`src/rtl/mc_ctrlunit_if.sv`:
```
// Control-unit bundle: instruction/status inputs from the datapath and the
// one-cycle enables the control unit drives back into it.
interface mc_ctrlunit_if;
    logic [3:0] op;
    logic       zero_in;
    logic       carry_in;
    logic       mem_ready;
    logic       PCWRITE;
    logic       IRWRITE;
    logic       JUMP;
    logic       BRANCH;
    logic [2:0] ALUC;
    logic       ALUSRCB;
    logic       MEMREAD;
    logic       WRITEMEM;
    logic       WRITEREG;
    logic       MEMTOREG;
    logic       REGDES;
    logic       WRFLAG;
    logic       ZF_Q;
    logic       CF_Q;
    logic       ERR;
    logic [2:0] STATE;

    modport master (
        input  op, zero_in, carry_in, mem_ready,
        output PCWRITE, IRWRITE, JUMP, BRANCH, ALUC, ALUSRCB, MEMREAD, WRITEMEM,
               WRITEREG, MEMTOREG, REGDES, WRFLAG, ZF_Q, CF_Q, ERR, STATE
    );

    modport slave (
        output op, zero_in, carry_in, mem_ready,
        input  PCWRITE, IRWRITE, JUMP, BRANCH, ALUC, ALUSRCB, MEMREAD, WRITEMEM,
               WRITEREG, MEMTOREG, REGDES, WRFLAG, ZF_Q, CF_Q, ERR, STATE
    );
endinterface

```
`src/rtl/mc_ctrlunit.sv`:
```
// Multi-cycle FETCH/DECODE/EXEC/MEM/WB sequencer with memory-wait timeout
// and a Z/C flag register for carry-chained arithmetic.
module mc_ctrlunit #(
    parameter int TIMEOUT = 15,
    parameter int CNT_W   = 8
) (
    input  logic            clk,
    input  logic            rst,
    mc_ctrlunit_if.master   bus
);
    localparam logic [2:0] S_FETCH  = 3'd0;
    localparam logic [2:0] S_DECODE = 3'd1;
    localparam logic [2:0] S_EXEC   = 3'd2;
    localparam logic [2:0] S_MEM    = 3'd3;
    localparam logic [2:0] S_WB     = 3'd4;

    localparam logic [3:0] OP_ADD  = 4'h2;
    localparam logic [3:0] OP_SUB  = 4'h3;
    localparam logic [3:0] OP_SUBC = 4'h5;
    localparam logic [3:0] OP_ADDC = 4'h6;
    localparam logic [3:0] OP_JMP  = 4'h7;
    localparam logic [3:0] OP_ADDI = 4'hA;
    localparam logic [3:0] OP_LW   = 4'hB;
    localparam logic [3:0] OP_SW   = 4'hC;
    localparam logic [3:0] OP_BEQ  = 4'hD;
    localparam logic [3:0] OP_BNE  = 4'hE;
    localparam logic [3:0] OP_JMPB = 4'hF;

    function automatic logic [2:0] aluc_of(input logic [3:0] o);
        case (o)
            4'h0, 4'h8:                 return 3'b000;
            4'h3, 4'hD, 4'hE:           return 3'b001;
            4'h5:                       return 3'b010;
            4'h4, 4'hF:                 return 3'b011;
            4'h6:                       return 3'b100;
            4'h2, 4'hA, 4'hB, 4'hC:     return 3'b101;
            4'h1, 4'h9:                 return 3'b110;
            default:                    return 3'b000;
        endcase
    endfunction

    logic [2:0]       state, state_nxt;
    logic [3:0]       op_q, opx;
    logic [CNT_W-1:0] cnt;
    logic             zf_q, cf_q, err_q;
    logic             waiting, abort;
    logic             pcw, irw, jmp, br, srcb, mrd, mwr, wreg, mtr, rdes, wrf;
    logic [2:0]       aluc;

    // In DECODE the opcode comes straight from the IR; afterwards from op_q.
    assign opx     = (state == S_DECODE) ? bus.op : op_q;
    assign waiting = ((state == S_FETCH) || (state == S_MEM)) && !bus.mem_ready;
    assign abort   = waiting && (cnt == CNT_W'(TIMEOUT));

    always_comb begin
        state_nxt = state;
        pcw  = 1'b0;  irw  = 1'b0;  jmp  = 1'b0;  br   = 1'b0;
        srcb = 1'b0;  mrd  = 1'b0;  mwr  = 1'b0;  wreg = 1'b0;
        mtr  = 1'b0;  rdes = 1'b0;  wrf  = 1'b0;  aluc = 3'b000;
        case (state)
            S_FETCH: begin
                mrd = 1'b1;
                if (bus.mem_ready) begin
                    irw       = 1'b1;
                    pcw       = 1'b1;
                    state_nxt = S_DECODE;
                end else if (abort) begin
                    state_nxt = S_FETCH;
                end
            end
            S_DECODE: begin
                if (opx == OP_JMP) begin
                    jmp       = 1'b1;
                    state_nxt = S_FETCH;
                end else begin
                    state_nxt = S_EXEC;
                end
            end
            S_EXEC: begin
                aluc = aluc_of(opx);
                srcb = opx[3] && (opx <= OP_SW);
                wrf  = (opx == OP_ADD) || (opx == OP_SUB) || (opx == OP_SUBC) ||
                       (opx == OP_ADDC) || (opx == OP_ADDI);
                case (opx)
                    OP_BEQ, OP_BNE, OP_JMPB: begin
                        br = ((opx == OP_BEQ) && bus.zero_in) ||
                             ((opx != OP_BEQ) && !bus.zero_in);
                        state_nxt = S_FETCH;
                    end
                    OP_LW, OP_SW: state_nxt = S_MEM;
                    default:      state_nxt = S_WB;
                endcase
            end
            S_MEM: begin
                aluc = aluc_of(opx);
                srcb = 1'b1;
                mrd  = (opx == OP_LW);
                mwr  = (opx == OP_SW);
                if (bus.mem_ready) begin
                    state_nxt = (opx == OP_SW) ? S_FETCH : S_WB;
                end else if (abort) begin
                    state_nxt = S_FETCH;
                end
            end
            S_WB: begin
                wreg      = 1'b1;
                mtr       = (opx == OP_LW);
                rdes      = (opx <= OP_ADDC);
                state_nxt = S_FETCH;
            end
            default: state_nxt = S_FETCH;
        endcase
    end

    // Every combinational enable is suppressed while reset is held.
    assign bus.PCWRITE  = pcw  & ~rst;
    assign bus.IRWRITE  = irw  & ~rst;
    assign bus.JUMP     = jmp  & ~rst;
    assign bus.BRANCH   = br   & ~rst;
    assign bus.ALUC     = rst ? 3'b000 : aluc;
    assign bus.ALUSRCB  = srcb & ~rst;
    assign bus.MEMREAD  = mrd  & ~rst;
    assign bus.WRITEMEM = mwr  & ~rst;
    assign bus.WRITEREG = wreg & ~rst;
    assign bus.MEMTOREG = mtr  & ~rst;
    assign bus.REGDES   = rdes & ~rst;
    assign bus.WRFLAG   = wrf  & ~rst;
    assign bus.ZF_Q     = zf_q;
    assign bus.CF_Q     = cf_q;
    assign bus.ERR      = err_q;
    assign bus.STATE    = state;

    always_ff @(posedge clk) begin
        if (rst) begin
            state <= S_FETCH;
            op_q  <= 4'h0;
            cnt   <= '0;
            zf_q  <= 1'b0;
            cf_q  <= 1'b0;
            err_q <= 1'b0;
        end else begin
            state <= state_nxt;
            if (state == S_DECODE) op_q <= bus.op;
            // Counter only runs while a wait continues in the same state.
            cnt   <= (waiting && !abort) ? cnt + CNT_W'(1) : '0;
            err_q <= abort;
            if (wrf) begin
                zf_q <= bus.zero_in;
                cf_q <= bus.carry_in;
            end
        end
    end
endmodule

```
`src/flat_wrapper.sv`:
```
// flat-port wrapper written by rule: the top's interface ports become plain ports
module mc_ctrlunit_flat 
#(
    parameter int TIMEOUT = 15,
    parameter int CNT_W   = 8
)
  (clk, rst, bus_op, bus_zero_in, bus_carry_in, bus_mem_ready, bus_PCWRITE, bus_IRWRITE, bus_JUMP, bus_BRANCH, bus_ALUC, bus_ALUSRCB, bus_MEMREAD, bus_WRITEMEM, bus_WRITEREG, bus_MEMTOREG, bus_REGDES, bus_WRFLAG, bus_ZF_Q, bus_CF_Q, bus_ERR, bus_STATE);
  mc_ctrlunit_if bus_i ();
  input  logic clk;
  input  logic rst;
  input wire logic [$bits(bus_i.op)-1:0] bus_op;
  input wire logic [$bits(bus_i.zero_in)-1:0] bus_zero_in;
  input wire logic [$bits(bus_i.carry_in)-1:0] bus_carry_in;
  input wire logic [$bits(bus_i.mem_ready)-1:0] bus_mem_ready;
  output wire logic [$bits(bus_i.PCWRITE)-1:0] bus_PCWRITE;
  output wire logic [$bits(bus_i.IRWRITE)-1:0] bus_IRWRITE;
  output wire logic [$bits(bus_i.JUMP)-1:0] bus_JUMP;
  output wire logic [$bits(bus_i.BRANCH)-1:0] bus_BRANCH;
  output wire logic [$bits(bus_i.ALUC)-1:0] bus_ALUC;
  output wire logic [$bits(bus_i.ALUSRCB)-1:0] bus_ALUSRCB;
  output wire logic [$bits(bus_i.MEMREAD)-1:0] bus_MEMREAD;
  output wire logic [$bits(bus_i.WRITEMEM)-1:0] bus_WRITEMEM;
  output wire logic [$bits(bus_i.WRITEREG)-1:0] bus_WRITEREG;
  output wire logic [$bits(bus_i.MEMTOREG)-1:0] bus_MEMTOREG;
  output wire logic [$bits(bus_i.REGDES)-1:0] bus_REGDES;
  output wire logic [$bits(bus_i.WRFLAG)-1:0] bus_WRFLAG;
  output wire logic [$bits(bus_i.ZF_Q)-1:0] bus_ZF_Q;
  output wire logic [$bits(bus_i.CF_Q)-1:0] bus_CF_Q;
  output wire logic [$bits(bus_i.ERR)-1:0] bus_ERR;
  output wire logic [$bits(bus_i.STATE)-1:0] bus_STATE;
  assign bus_i.op = bus_op;
  assign bus_i.zero_in = bus_zero_in;
  assign bus_i.carry_in = bus_carry_in;
  assign bus_i.mem_ready = bus_mem_ready;
  assign bus_PCWRITE = bus_i.PCWRITE;
  assign bus_IRWRITE = bus_i.IRWRITE;
  assign bus_JUMP = bus_i.JUMP;
  assign bus_BRANCH = bus_i.BRANCH;
  assign bus_ALUC = bus_i.ALUC;
  assign bus_ALUSRCB = bus_i.ALUSRCB;
  assign bus_MEMREAD = bus_i.MEMREAD;
  assign bus_WRITEMEM = bus_i.WRITEMEM;
  assign bus_WRITEREG = bus_i.WRITEREG;
  assign bus_MEMTOREG = bus_i.MEMTOREG;
  assign bus_REGDES = bus_i.REGDES;
  assign bus_WRFLAG = bus_i.WRFLAG;
  assign bus_ZF_Q = bus_i.ZF_Q;
  assign bus_CF_Q = bus_i.CF_Q;
  assign bus_ERR = bus_i.ERR;
  assign bus_STATE = bus_i.STATE;
  mc_ctrlunit #(.TIMEOUT(TIMEOUT), .CNT_W(CNT_W)) u_core (.clk(clk), .rst(rst), .bus(bus_i));
endmodule
```
`config.mk`:
```
export PLATFORM = sky130hd
export DESIGN_NAME = mc_ctrlunit_flat
export DESIGN_NICKNAME = d
export VERILOG_FILES = /design/src/rtl/mc_ctrlunit_if.sv /design/src/rtl/mc_ctrlunit.sv /design/src/flat_wrapper.sv
export SDC_FILE = /design/constraint.sdc
export NUM_CORES = 1
export LEC_CHECK = 0
export CORE_MARGIN = 3
export CORE_UTILIZATION = 55
export DETAILED_ROUTE_END_ITERATION = 10
export DONT_BUFFER_PORTS = 1
export GPL_ROUTABILITY_DRIVEN = 0
export GPL_TIMING_DRIVEN = 0
export PLACE_DENSITY = 0.8
export SLEW_MARGIN = 40
export SYNTH_ARGS = -nofsm -noshare
export SYNTH_HDL_FRONTEND = slang
export SYNTH_SLANG_ARGS = --single-unit
```
`constraint.sdc`:
```
create_clock -name clk -period 4.4 [get_ports clk]
set_input_delay 0.22 -clock clk [delete_from_list [all_inputs] [get_ports clk]]
set_output_delay 0.22 -clock clk [all_outputs]
set_load 0.01 [all_outputs]
```
==> impl_metrics.ini, run 1 <==
[layout]
stdcell_count = 163
diodes = 0
drive_gt1_share_pct = 10.9
nets = 155
area_growth_pct = 5.37

[clocking]
insertion_delay_ps = 290
clk_path_buf_depth = 2
htree_levels = 1
cts.repair.resized = 0
clock_sinks = 18
path_clk_slew_ps = 100
numCtsBuffers = 3
cts_hold_buf = 0
postCtsSetupBuffers = 0
tritoncts = done
cts_root_buf = clkbuf_4

[detailed_routing]
drtIter0Drc = 13
vias = 989
vias_per_cell = 6.07
drc_errors = 0
antenna_left = 0
drt-wirelength-per-cell_um = 14.9
drt_wl_total_mm = 2.42
drtPass1Iterations = 4

[floorplan]
fp.dieW_um = 51.1
die_h_um = 51.1
io_pins = 29
fp.coreArea_um2 = 1820
start_util_pct = 61.4
die_area_um2 = 2610
rows = 15

[critical_path]
critPathKind = flop to output port
r2r_setup_slack_ps = 1340
startpoint_type = flop
r2r_cells = 10
end_kind = output port
critPathRequiredTime_ps = 4180
critPathMaxFanout = 10
r2r-end = u_core.bus.ZF_Q
r2r_start = u_core.bus.STATE[0]
worstPathArrival_ps = 3090

[yosys]
syn_inst = 135
synth_top_area_share_pct = 32.2
ys_seq_area_share_pct = 32.2
synthesis.nets = 150
yosysMostFrequentCell = nor2_1
ys_top_cells_by_area = dfxtp_1 32%, nor2_1 8.7%, ha_1 6.7%, mux2i_1 5.4%, nand2b_1 4.5%
yosysTopAreaCell = dfxtp_1
syn_area_um2 = 1120
synth_flop_cell = dfxtp_1
avgSynthCellArea_um2 = 8.29
ys_ff_latch = 18
synth_edf_count = 0
async_flop_share_pct = 0
synth_commonest_cells = 26 x nor2_1, 18 x dfxtp_1, 11 x nand2_1
yosysWarningCount = 0
synth_cell_type_count = 38

[global_route]
grt_max_degree = 11
grt-ovfl-total = 0
grt_pass1_vias = 941
grt_pass1_wl_mm = 4.16
grt_use_total_pct = 20.9
antenna_found_initial = 0

[sta]
setup-violations-final = 0
worst-slew-pin-transition_ps = 648
min_period_ps = 3310
fmax_ghz = 0.302
rsz0062_at_grt = false
fin_worst_skew_ps = 7.96
hold_violations = 0
finalMaxSlewViolations = 0
tns_ps = 0
max_slew_margin_pct = 55.5
period_share_pct = 75.3

[power_and_ir_drop]
peakVddDrop_v = 0.000212
p_per_area_nw_per_um2 = 266
p_leak_nw = 0.431

[place]
io_buffers = 0
dp_cells = 160
hpwl_mm = 1.85

[run]
maxCapViolCount = 0

[hold_path]
hold_end = u_core.bus.CF_Q
min_path_type = input pin to flop
min_path_cells = 2
hold_start = bus_carry_in

[status]
outcome = finished, final reports clean
[metal layers]
| metal | global-route usage (%) | up-vias | routed length [µm] |
|---|---|---|---|
| met1 | 24.9 | 440 | 1000 |
| li1 | - | 482 | - |
| met5 | 0 | - | 0 |
| met4 | 9.42 | 0 | 73 |
| met3 | 7.00 | 8 | 297 |
| met2 | 33.7 | 59 | 1050 |
[layout by cell type (no fill, tap or decap), types with 4 or more instances in the layout]
| master | instances |
|---|---|
| nand2b_1 | 8 |
| ha_1 | 6 |
| dfxtp_1 | 18 |
| nor2_1 | 26 |
| a21oi_1 | 5 |
| xnor2_1 | 4 |
| nor3_1 | 4 |
| nand2_1 | 11 |
| mux2i_1 | 6 |
[critical path, stage by stage (launching register included)]
cell and delay, ps:
dfxtp_1 390, buf_4 190, nor3b_4 250, buf_2 280, mux2i_1 600, inv_1 140
ha_1 210, clkbuf_1 190, mux2_4 300, a22oi_1 140, nor3_1 110
[final cells by class]
| class | count | area (µm²) |
|---|---|---|
| tap | 25 | 31.3 |
| inverter | 3 | 11.3 |
| fill | 170 | 642 |
| buffer | 6 | 31.3 |
| sequential | 18 | 360 |
| clock buffer | 3 | 22.5 |
| multi-input combinational | 108 | 722 |
[how the worst max path moves through the flow]
stage | endpoint | slack (ps) | startpoint
finish | bus_WRFLAG | 1090 | u_core.bus.STATE[0]
global route | bus_WRFLAG | 850 | u_core.bus.STATE[0]
CTS | bus_WRFLAG | 1120 | u_core.bus.STATE[0]
detailed placement | u_core.bus.ZF_Q | 1430 | u_core.bus.STATE[0]
global placement | u_core.bus.CF_Q | 1470 | u_core.bus.STATE[0]
floorplan | u_core.bus.CF_Q | 1760 | u_core.bus.STATE[0]
[per-stage QoR]
stage	hold slack, ps	util, %	power (mW)	setup slack, ps	instance area, µm²
after floorplan	376	-	0.227	1760	1120
after global placement	381	63.2	0.236	1470	1150
after detailed placement	390	63.2	0.239	1430	1150
after CTS	80.7	64.4	0.317	1120	1170
after global routing	81.6	64.7	0.333	850	1180
final	90.5	64.7	0.314	1090	1180
[report_power, final]
part           switching, mW  leakage [nW]  total, mW  internal (mW)
clock                 0.0457        0.0138     0.0775         0.0318
sequential           0.00489         0.146      0.172          0.167
combinational         0.0389         0.271     0.0641         0.0252
[sequential cells by signal, summed over array words and instances, names as in the netlist]
register and flops:
u_core.bus.STATE 3, u_core.op_q 4, u_core.bus.ZF_Q 1, u_core.cnt 8, u_core.bus.ERR 1, u_core.bus.CF_Q 1
[logic make-up after synthesis]
family | Yosys count | synth area share [%]
adder cells (fa/ha/maj) | 6 | 6.71
AO/OA/AOI/OAI | 19 | 12.0
XOR/XNOR | 6 | 4.70
AND/OR/NAND/NOR | 66 | 29.6
flip-flops | 18 | 32.2
buffers and inverters | 9 | 3.80
multiplexers | 11 | 11.0
Note: power is estimated with default switching activity, not from simulation.
==> run 2, diff against run 1 <==
clock period = 3.4 ns   (was 4.4 ns; I/O delays follow)
==> impl_metrics.ini, run 2 (same netlist as run 1, synthesis figures left out) <==
[layout]
final_core_util_pct = 64.9
final_common_cell = nor2_1
nets = 155
most-common-layout-cells = 26 x nor2_1, 18 x dfxtp_1, 11 x nand2_1
drive_gt1_share_pct = 11.6
largest_reg_flops = 8
diodes = 0
max_flop_register = u_core.cnt
fillers = 171
area_growth_pct = 5.70

[sta]
tns_ps = 0
setup-violations-final = 0
rsz0062_at_grt = false
period_share_pct = 91.9
hold_violations = 0
fmax_ghz = 0.320
min_period_ps = 3120
fin_worst_skew_ps = 8.66
max_slew_margin_pct = 55.0
worst-slew-pin-transition_ps = 665
finalMaxSlewViolations = 0

[floorplan]
fp.coreArea_um2 = 1820
io_pins = 29
fp.dieW_um = 51.1
start_util_pct = 61.4
die_area_um2 = 2610
die_h_um = 51.1
rows = 15

[clocking]
tritoncts = done
cts_root_buf = clkbuf_4
htree_levels = 1
clk_path_buf_depth = 2
clock_sinks = 18
numCtsBuffers = 3
path_clk_slew_ps = 100
insertion_delay_ps = 280

[hold_path]
hold_start = bus_carry_in
min_path_type = input pin to flop

[place]
hpwl_mm = 1.85
io_buffers = 0

[critical_path]
path_delay_family = simple AND/OR/NAND/NOR gates
end_kind = output port
r2r_start = u_core.bus.STATE[0]
crit_slowest_cell = mux2i_1
slowest_delay_ps = 450
worstPathArrival_ps = 2950
critPathRequiredTime_ps = 3230
critPathMaxFanout = 10
startpoint_type = flop
critPathKind = flop to output port
crit_chain = buf_4, nor3b_4, buf_2, mux2i_1, inv_1, ha_1, nor3_1, a21oi_1, nor4_1
r2r_setup_slack_ps = 480
startpoint = u_core.bus.STATE[0]
path_buf_inv = 3

[global_route]
grt_use_total_pct = 20.9
grt_pass1_vias = 941
grt_pass1_wl_mm = 4.16
grt_max_degree = 11
grt-ovfl-total = 0
antenna_found_initial = 0

[power_and_ir_drop]
peakVddDrop_v = 0.000272
p_per_area_nw_per_um2 = 344
p_leak_nw = 0.431

[detailed_routing]
vias_per_cell = 6.01
drtIter0Drc = 27
drt-wirelength-per-cell_um = 15.0
vias = 979
drc_errors = 0
drt_wl_total_mm = 2.44
drtPass1Iterations = 4
antenna_left = 0

[status]
outcome = finished, final reports clean

[run]
maxCapViolCount = 0
[run 2: changes by cell type in the layout (fill, tap and decap cells not counted)]
cell     previous run  this run
mux2i_1             6         5
mux2i_2             1         2
[run 2: layout make-up]
| type | instances | area, µm² | share of cell area [%] |
|---|---|---|---|
| multi-input cells | 108 | 726 | 61.4 |
| flip-flops and latches | 18 | 360 | 30.5 |
| plain buffers | 6 | 31.3 | 2.65 |
| well taps | 25 | 31.3 | 2.65 |
| clock buffers | 3 | 22.5 | 1.90 |
| inverters | 3 | 11.3 | 0.952 |
[run 2: timing repair]
action	in CTS	in global routing
setup endpoints to repair	0	2
gates resized for setup	0	1
buffers inserted	0	0
hold buffers	0	0
[run 2: per-layer routing]
layer | share of wire [%] | GRT usage (%) | up-vias
met2 | 44 | 33.7 | 45
met1 | 43 | 24.9 | 449
li1 | - | - | 479
met4 | 2.3 | 9.42 | 0
met3 | 11 | 7.00 | 6
met5 | 0 | 0 | -
[run 2: report_power, final]
group          switching (mW)  internal [mW]  total, mW
Sequential            0.00641          0.217      0.223
Clock                  0.0582         0.0411     0.0993
Combinational          0.0507         0.0333     0.0839
[run 2: stage by stage]
step                      hold slack, ps  instance area [µm²]  std cells  setup WS [ps]  total power [mW]
after floorplan                      326                 1120        135            760             0.294
after global placement               331                 1150        160            469             0.306
after detailed placement             340                 1150        160            427             0.309
after CTS                           30.7                 1170        163            165             0.410
after global routing                31.6                 1180        163           18.7             0.431
final                               41.5                 1180        163            275             0.406
[run 2: path summary, 6_finish.rpt]
| kind | end | cells after the start |
|---|---|---|
| min | u_core.bus.CF_Q | 2 |
| min reg2reg | u_core.cnt[0] | 1 |
| max reg2reg | u_core.bus.ZF_Q | 10 |
| max | bus_BRANCH | 9 |
[run 2: worst reg2reg max path: stages, from the launching register on]
cell and delay [ps]:
dfxtp_1 390, buf_4 200, nor3b_4 250, buf_2 290, mux2i_2 470, inv_1 120
ha_1 200, clkbuf_1 200, mux2_4 310, a32o_1 260, mux2i_1 130
